==> src/rtl/apb_rr_requester.sv <==
// apb_rr_requester: round-robin arbiter that sequences NUM_REQ command sources onto one APB bus
module apb_rr_requester #(
    parameter int NUM_REQ    = 2,
    parameter int ADDR_WIDTH = 32,
    parameter int DATA_WIDTH = 32,
    parameter int TIMEOUT    = 16
) (
    input  logic                              pclk,
    input  logic                              presetn,
    input  logic [NUM_REQ-1:0]                req_valid,
    output logic [NUM_REQ-1:0]                req_ready,
    input  logic [NUM_REQ-1:0]                req_write,
    input  logic [NUM_REQ*ADDR_WIDTH-1:0]     req_addr,
    input  logic [NUM_REQ*DATA_WIDTH-1:0]     req_wdata,
    input  logic [NUM_REQ*(DATA_WIDTH/8)-1:0] req_strb,
    output logic                              rsp_valid,
    output logic [$clog2(NUM_REQ)-1:0]        rsp_id,
    output logic [DATA_WIDTH-1:0]             rsp_rdata,
    output logic                              rsp_err,
    output logic                              rsp_timeout,
    output logic                              psel,
    output logic                              penable,
    output logic                              pwrite,
    output logic [ADDR_WIDTH-1:0]             paddr,
    output logic [DATA_WIDTH-1:0]             pwdata,
    output logic [DATA_WIDTH/8-1:0]           pstrb,
    input  logic [DATA_WIDTH-1:0]             prdata,
    input  logic                              pready,
    input  logic                              pslverr
);
    localparam int IW = $clog2(NUM_REQ);
    localparam int SW = DATA_WIDTH / 8;
    localparam int CW = (TIMEOUT > 0) ? $clog2(TIMEOUT + 1) : 1;

    typedef enum logic [1:0] {IDLE, SETUP, ACCESS, RESP} state_t;

    state_t          r_state;
    logic [IW-1:0]   r_ptr;
    logic [IW-1:0]   r_id;
    logic [CW-1:0]   r_cnt;
    logic            w_any;
    logic [IW-1:0]   w_win;
    logic            w_write;
    logic [ADDR_WIDTH-1:0] w_addr;
    logic [DATA_WIDTH-1:0] w_wdata;
    logic [SW-1:0]   w_strb;
    logic            w_timeout;

    // First valid requester at or after the pointer, scanning with wrap-around
    always_comb begin
        w_any = 1'b0;
        w_win = '0;
        for (int k = 0; k < NUM_REQ; k++) begin
            if (!w_any && req_valid[(int'(r_ptr) + k) % NUM_REQ]) begin
                w_any = 1'b1;
                w_win = IW'((int'(r_ptr) + k) % NUM_REQ);
            end
        end
    end

    assign w_write   = req_write[w_win];
    assign w_addr    = req_addr[int'(w_win)*ADDR_WIDTH +: ADDR_WIDTH];
    assign w_wdata   = req_wdata[int'(w_win)*DATA_WIDTH +: DATA_WIDTH];
    assign w_strb    = req_strb[int'(w_win)*SW +: SW];
    assign w_timeout = (TIMEOUT != 0) && (r_cnt == CW'(TIMEOUT - 1));

    // One-hot accept strobe, only while idle and out of reset
    always_comb begin
        req_ready = '0;
        if (presetn && r_state == IDLE && w_any) req_ready[w_win] = 1'b1;
    end

    // Arbitration, APB phase sequencing, wait counting and response generation
    always_ff @(posedge pclk or negedge presetn) begin
        if (!presetn) begin
            r_state     <= IDLE;
            r_ptr       <= '0;
            r_id        <= '0;
            r_cnt       <= '0;
            psel        <= 1'b0;
            penable     <= 1'b0;
            pwrite      <= 1'b0;
            paddr       <= '0;
            pwdata      <= '0;
            pstrb       <= '0;
            rsp_valid   <= 1'b0;
            rsp_id      <= '0;
            rsp_rdata   <= '0;
            rsp_err     <= 1'b0;
            rsp_timeout <= 1'b0;
        end else begin
            rsp_valid   <= 1'b0;
            rsp_err     <= 1'b0;
            rsp_timeout <= 1'b0;
            rsp_rdata   <= '0;
            case (r_state)
                IDLE: begin
                    if (w_any) begin
                        r_ptr <= (int'(w_win) == NUM_REQ - 1) ? '0 : w_win + 1'b1;
                        r_id  <= w_win;
                        if (w_addr[1:0] == 2'b00) begin
                            r_state <= SETUP;
                            psel    <= 1'b1;
                            pwrite  <= w_write;
                            paddr   <= w_addr;
                            pwdata  <= w_write ? w_wdata : '0;
                            pstrb   <= w_write ? w_strb : '0;
                        end else begin
                            r_state   <= RESP;
                            rsp_valid <= 1'b1;
                            rsp_err   <= 1'b1;
                            rsp_id    <= w_win;
                        end
                    end
                end
                SETUP: begin
                    r_state <= ACCESS;
                    penable <= 1'b1;
                    r_cnt   <= '0;
                end
                ACCESS: begin
                    if (pready) begin
                        r_state   <= RESP;
                        psel      <= 1'b0;
                        penable   <= 1'b0;
                        rsp_valid <= 1'b1;
                        rsp_id    <= r_id;
                        rsp_err   <= pslverr;
                        rsp_rdata <= (!pwrite && !pslverr) ? prdata : '0;
                    end else if (w_timeout) begin
                        r_state     <= RESP;
                        psel        <= 1'b0;
                        penable     <= 1'b0;
                        rsp_valid   <= 1'b1;
                        rsp_id      <= r_id;
                        rsp_err     <= 1'b1;
                        rsp_timeout <= 1'b1;
                    end else if (r_cnt != '1) begin
                        r_cnt <= r_cnt + 1'b1;
                    end
                end
                RESP: r_state <= IDLE;
                default: r_state <= IDLE;
            endcase
        end
    end
endmodule
==> config.mk <==
export PLATFORM = sky130hd
export DESIGN_NAME = apb_rr_requester
export DESIGN_NICKNAME = d
export VERILOG_FILES = /design/src/rtl/apb_rr_requester.sv
export SDC_FILE = /design/constraint.sdc
export NUM_CORES = 1
export LEC_CHECK = 0
export CORE_ASPECT_RATIO = 1.5
export CORE_MARGIN = 5
export CORE_UTILIZATION = 40
export DETAILED_ROUTE_END_ITERATION = 6
export GPL_ROUTABILITY_DRIVEN = 0
export PLACE_DENSITY_LB_ADDON = 0.2
export SETUP_SLACK_MARGIN = 0.5
export SYNTH_ARGS = -nofsm -noshare
export SYNTH_HDL_FRONTEND = slang
export SYNTH_SLANG_ARGS = --single-unit
==> constraint.sdc <==
create_clock -name pclk -period 2.35 [get_ports pclk]
set_input_delay 0.235 -clock pclk [delete_from_list [all_inputs] [get_ports pclk]]
set_output_delay 0.235 -clock pclk [all_outputs]
set_load 0.02 [all_outputs]
### Word level (Yosys, flattened, before mapping)

Cells that the tools add are included.

| word-level totals | value |
|---|---|
| RAM bits | 0 |
| ROM bits | 0 |
| memories | 0 |
| bits in latches | 0 |
| bits in registers | 116 |

| cells by class | value |
|---|---|
| reductions and logical operators | 19 |
| div/mod/pow operators | 0 |
| muxes and demuxes | 49 |
| order comparisons | 4 |
| add/subtract/negate cells | 3 |
| $mul | 0 |
| equal/unequal tests | 12 |
| bitwise operators | 1 |
| shift-type cells | 3 |

Operator list:

| kind | number |
|---|---|
| 32-bit 2-to-1 mux | 4 |
| 64-bit by 7-bit indexed part select with 32-bit output | 2 |
| 1-bit 2-to-1 mux | 28 |
| 5-bit 2-to-1 mux | 3 |
| 4-bit AND reduction | 3 |
| 2-bit 2-to-1 mux | 5 |
| 2-bit != test, second input constant | 5 |
| 1-bit one-hot mux with 2 select lines | 5 |
| 5-bit one-hot mux with 2 select lines | 1 |
| 2-bit one-hot mux with 4 select lines | 1 |
| 8-bit by 4-bit indexed part select with 4-bit output | 1 |
| 2-bit AND reduction | 3 |
| 5-bit by 1-bit adder with 5-bit output, second input constant | 1 |
| 5-bit by 4-bit equality test with 1-bit output, second input constant | 1 |
| 1-bit logical AND | 5 |
| 5-bit != test, second input constant | 1 |
| 2-bit equality test, second input constant | 2 |
| 2-bit logical NOT | 2 |
| 1-bit by 2-bit < comparator with 1-bit output, second input constant | 2 |
| 4-bit 2-to-1 mux | 1 |
| 2-bit nonzero test | 2 |
| 1-bit logical NOT | 3 |
| 2-bit by 3-bit < comparator with 1-bit output, second input constant | 1 |
| 3-bit != test, second input constant | 1 |
| other kinds (7) | 8 |

### Logic depth before layout (Yosys ltp)

| logic depth | value |
|---|---|
| depth after elaboration | 12 |
| mapped depth | 7 |
| mapped depth without buffers | 7 |

### Worst setup path after synthesis

Ideal clock, no wire load.

| timing | value |
|---|---|
| kind | register to register |
| start point | register r_cnt[0] |
| end point | register rsp_id |
| path buffers | 0 |
| data required time | 2222 ps |
| setup time | 128 ps |
| data arrival time | 1700 ps |
| stages on the path, launching flop included | 8 |
| setup slack | 522 ps |
| cells stage by stage | dfrtp_1 -> ha_1 -> and3_1 -> ha_1 -> nor2_1 -> a22oi_1 -> o31ai_1 -> mux2_1 |

| on the way | value |
|---|---|
| cells in the longest elaborated chain, start to end | 3 |

Ends and longest elaborated chain:

| element | line | text |
|---|---|---|
| start: declaration | 40 | `logic [CW-1:0] r_cnt;` |
| start signal: assignment | 139 | `r_cnt <= r_cnt + 1'b1;` |
| 5-bit by 4-bit equality test with 1-bit output | 65 | `assign w_timeout = (TIMEOUT != 0) && (r_cnt == CW'(TIMEOUT - 1));` |
| 3-bit != test (no source line) | - |  |
| 4-bit AND reduction (no source line) | - |  |
| end signal: assignment | 112 | `rsp_id <= w_win;` |
| end signal: assignment | 127 | `rsp_id <= r_id;` |
| end signal: assignment | 135 | `rsp_id <= r_id;` |
| end: declaration | 17 | `output logic [$clog2(NUM_REQ)-1:0] rsp_id,` |

Every way passes these cells.
A chain may end at the register's enable or synchronous reset.

### Worst setup path in the final report

| timing | value |
|---|---|
| start point | register r_cnt[0] |
| end point | register psel |

| on the way | value |
|---|---|
| cells in the longest elaborated chain, start to end | 3 |

Ends and longest elaborated chain:

| element | line | text |
|---|---|---|
| 5-bit by 4-bit equality test with 1-bit output | 65 |  |
| 3-bit != test (no source line) | - |  |
| 4-bit AND reduction (no source line) | - |  |
| end signal: assignment | 80 | `psel <= 1'b0;` |
| end signal: assignment | 103 | `psel <= 1'b1;` |
| end signal: assignment | 124 | `psel <= 1'b0;` |
| end: declaration | 21 | `output logic psel,` |

Every way passes these cells.

==> metrics.csv <==
metric;value;unit
fillers;916;
Die ar.;0.01575;sq mm
Setup TNS;0;ns
P_leak;0.004110;uW
largest net degree at the start of global routing;117;
Hold Crit Depth;2;
Setup CP Type;reg -> reg;
ys async rst share;100.0;%
Critical path buffers and inverters;1;
number of port buffers;284;
CP Capture Type;flop;
vias in the first global route;4902;
DR WL/cell;19.54;microns
post-synthesis cell type count;45;
Top delay family on crit path;compound AO/OA/AOI/OAI gates;
I/O pin total;285;
max-slew violations;0;
internal power;6596;uW
synth warn;0;
ratio of cells with drive above 1 in the final layout;17.76;%
net load switching power;3127;uW
fraction of the mapped netlist area in adder cells;1.646;%
FF-to-FF path depth;8;
Worst Hold Launch;req_valid[1];
Synth Area in Compound Gates;9.854;%
Synth Area in XOR/XNOR;0.3293;%
reg2reg end;psel;
most frequent cells in the layout;280 x clkdlybuf4s50_1, 116 x dfrtp_1, 36 x mux2i_1, 36 x o2bb2ai_1, 34 x and2_1;
initial core utilization;40.87;%
syn nets;572;
H-tree depth;4;
die height;151.2;microns
Core Area;0.01302;sq mm
pwr/cell area;1046;mW/mm^2
post-synthesis sequential area ratio;54.56;%
slowest stage cell, crit path;dfrtp_1;
chip width;104.2;microns
clk root buf;clkbuf_16;
first-pass GRT wire length;25790;microns
most common cell after layout, fill and taps aside;clkdlybuf4s50_1;
clock sink count;116;
CTS max path bufs;2;
Net Sw Frac;32.16;%
crit start category;flop;
design area;0.009295;sq mm
Flop pwr share;30.5;%
initial antenna violation count;0;
Hold WC Path Type;in -> reg;
Ant. Diodes;0;
Least-Margin Pin Slew;0.6334;ns
Worst Hold End;r_ptr;
Final nets;886;
Fin. Hold Viols;0;
Tcrit/Tclk final;79.37;%
final setup fails;0;
synthesized area per cell;13.68;sq um
logic gate share of total power;42.9;%
Mapped Area;0.005320;sq mm
max incr delay on CP;0.35;ns
status;finished clean;
Detail Placement HPWL;12090;microns
Fmax achieved;0.5362;GHz
drt drc;0;
reg2reg setup slack;0.48;ns
WP data required;2.66;ns
CTS tree;done;
ys flop type;dfrtp_1;
DR vias/cell;5.079;
Initial DRT Pass Iterations;4;
Final Critical Period;1.865;ns
mux share of post-synthesis cell area;21.94;%
total gr overflow;0;
Pwr Total;9723;uW
Worst VDD drop;0.5882;mV
Clock Power Share;26.6;%
routed wire length;17080;microns
synth-to-layout area growth;74.72;%
num rows;51;
drt first-iter violations;102;
MaxCap Viol Count;0;
largest family of logic cells by synthesized area;multiplexers;
Seq cells post-synth;116;
slew margin rel.;57.77;%
gr usage total;21.00;%
Antenna Nets Post-Route;0;
Worst-path clk slew;0.05;ns
Mapped Cells;389;
Simple-Gate Fraction of Synth Area;8.043;%
RSZ-0062 raised after global routing;yes;
placed instance area;0.008348;sq mm
CP max FO;4;
vias;4439;
worst r2r src;r_cnt[0];
Critical Path AT;2.18;ns
clk_skew;0.008301;ns
Cell Chain, Critical Path;ha_2 > and3_4 > ha_4 > nor2_2 > buf_4 > a22o_4 > a211oi_2 > a2bb2oi_1;
CTS Buf Count;17;
Post-synth EDFFs;0;
clock latency at the later pin of the worst-skew pair;0.40;ns
-- stage by stage --
stage / hold WS (ns) / setup slack [ns] / instances / util [%]
finish: 0.3755 / 0.4849 / 874 / 71.41
floorplan: -0.06059 / 0.5221 / 389 / -
CTS: 0.3639 / 0.4841 / 860 / 69.83
global placement: 0.4181 / 0.1569 / 822 / 64.13
global route: 0.3635 / 0.4168 / 874 / 71.41
detailed placement: 0.4250 / 0.1084 / 822 / 64.13
-- power by group through the flow --
stage                     Clock [uW]  Combinational, uW  Sequential, uW
after floorplan                    0               1350            3610
after global placement             0               3790            2950
after detailed placement           0               3860            2970
after CTS                       2620               4010            2970
after global routing            2730               4430            3040
final                           2580               4170            2970
-- Yosys cell counts (2+ instances only) --
cell type	count	area (sq um)
clkbuf_1	4	15.01
and3_1	2	12.51
and2_1	34	212.7
buf_6	7	78.83
ha_1	7	87.58
nor3_1	2	10.01
nand2_1	10	37.54
o21ai_4	2	32.53
buf_4	7	52.55
mux2_2	6	67.56
dfrtp_1	116	2903
o21ai_1	2	10.01
a31oi_1	2	12.51
nor2b_1	3	18.77
mux2i_1	36	360.4
mux2_1	27	304.0
nand3_1	2	10.01
o31ai_1	2	15.01
mux2_4	29	435.4
a211oi_1	2	15.01
nor2_1	8	30.03
inv_2	2	7.510
buf_2	4	20.02
inv_1	5	18.77
o2bb2ai_1	36	315.3
o21ai_0	12	60.06
xor2_1	2	17.52
-- per-layer routing --
layer,track usage [%],up-vias,share of wire [%]
li1,-,2027,-
met1,21.64,2176,35
met2,38.12,201,55
met3,7.932,35,7.3
met4,8.814,0,3.1
met5,0,-,0
-- worst max path at each step --
stage | from | to | cells past startpoint
2_1_floorplan | r_cnt[0] | rsp_id | 7
3_3_place_gp | req_valid[1] | req_ready[0] | 5
3_5_place_dp | req_valid[1] | req_ready[0] | 5
4_1_cts | r_state[1] | req_ready[0] | 6
5_1_grt | r_state[1] | paddr[2] | 8
6_report | r_cnt[0] | psel | 8
-- what timing repair did --
action,in CTS,in global routing
pin swaps,4,10
cloned,1,2
endpoints found under the setup margin,37,6
buffers inserted,5,12
hold buffers,1,0
endpoints found under the hold margin,28,0
resized for setup,21,17
-- final cells by class --
class	instances	area (sq um)	area share, %
repair buffers	317	3217	34.61
flip-flops and latches	116	2903	31.23
clock buffers	22	464.2	4.994
clock inverters	9	128.9	1.386
well taps	159	198.9	2.140
multi-input cells	244	2355	25.33
inverters	7	28.78	0.3096
-- cell families (layout without fill, tap and decap cells) --
family	count (synthesis)	count (layout)
simple gates	72	72
buf+inv	29	355
fa+ha+maj	7	7
xor+xnor	2	2
mux	98	98
compound gates	65	65
flops	116	116
-- worst register-to-register path, cell delays in order, from the launching register on --
cell and delay [ns]:
dfrtp_1 0.35, ha_2 0.18, and3_4 0.22, ha_4 0.17
nor2_2 0.06, buf_4 0.16, a22o_4 0.24, a211oi_2 0.19
a2bb2oi_1 0.20
-- registers in the layout, indices dropped and copies added (netlist names), 2 cells and up --
register / count
r_cnt: 5
pwdata: 32
rsp_rdata: 32
pstrb: 4
r_state: 2
paddr: 32
Power figures use the tool's default switching activity.
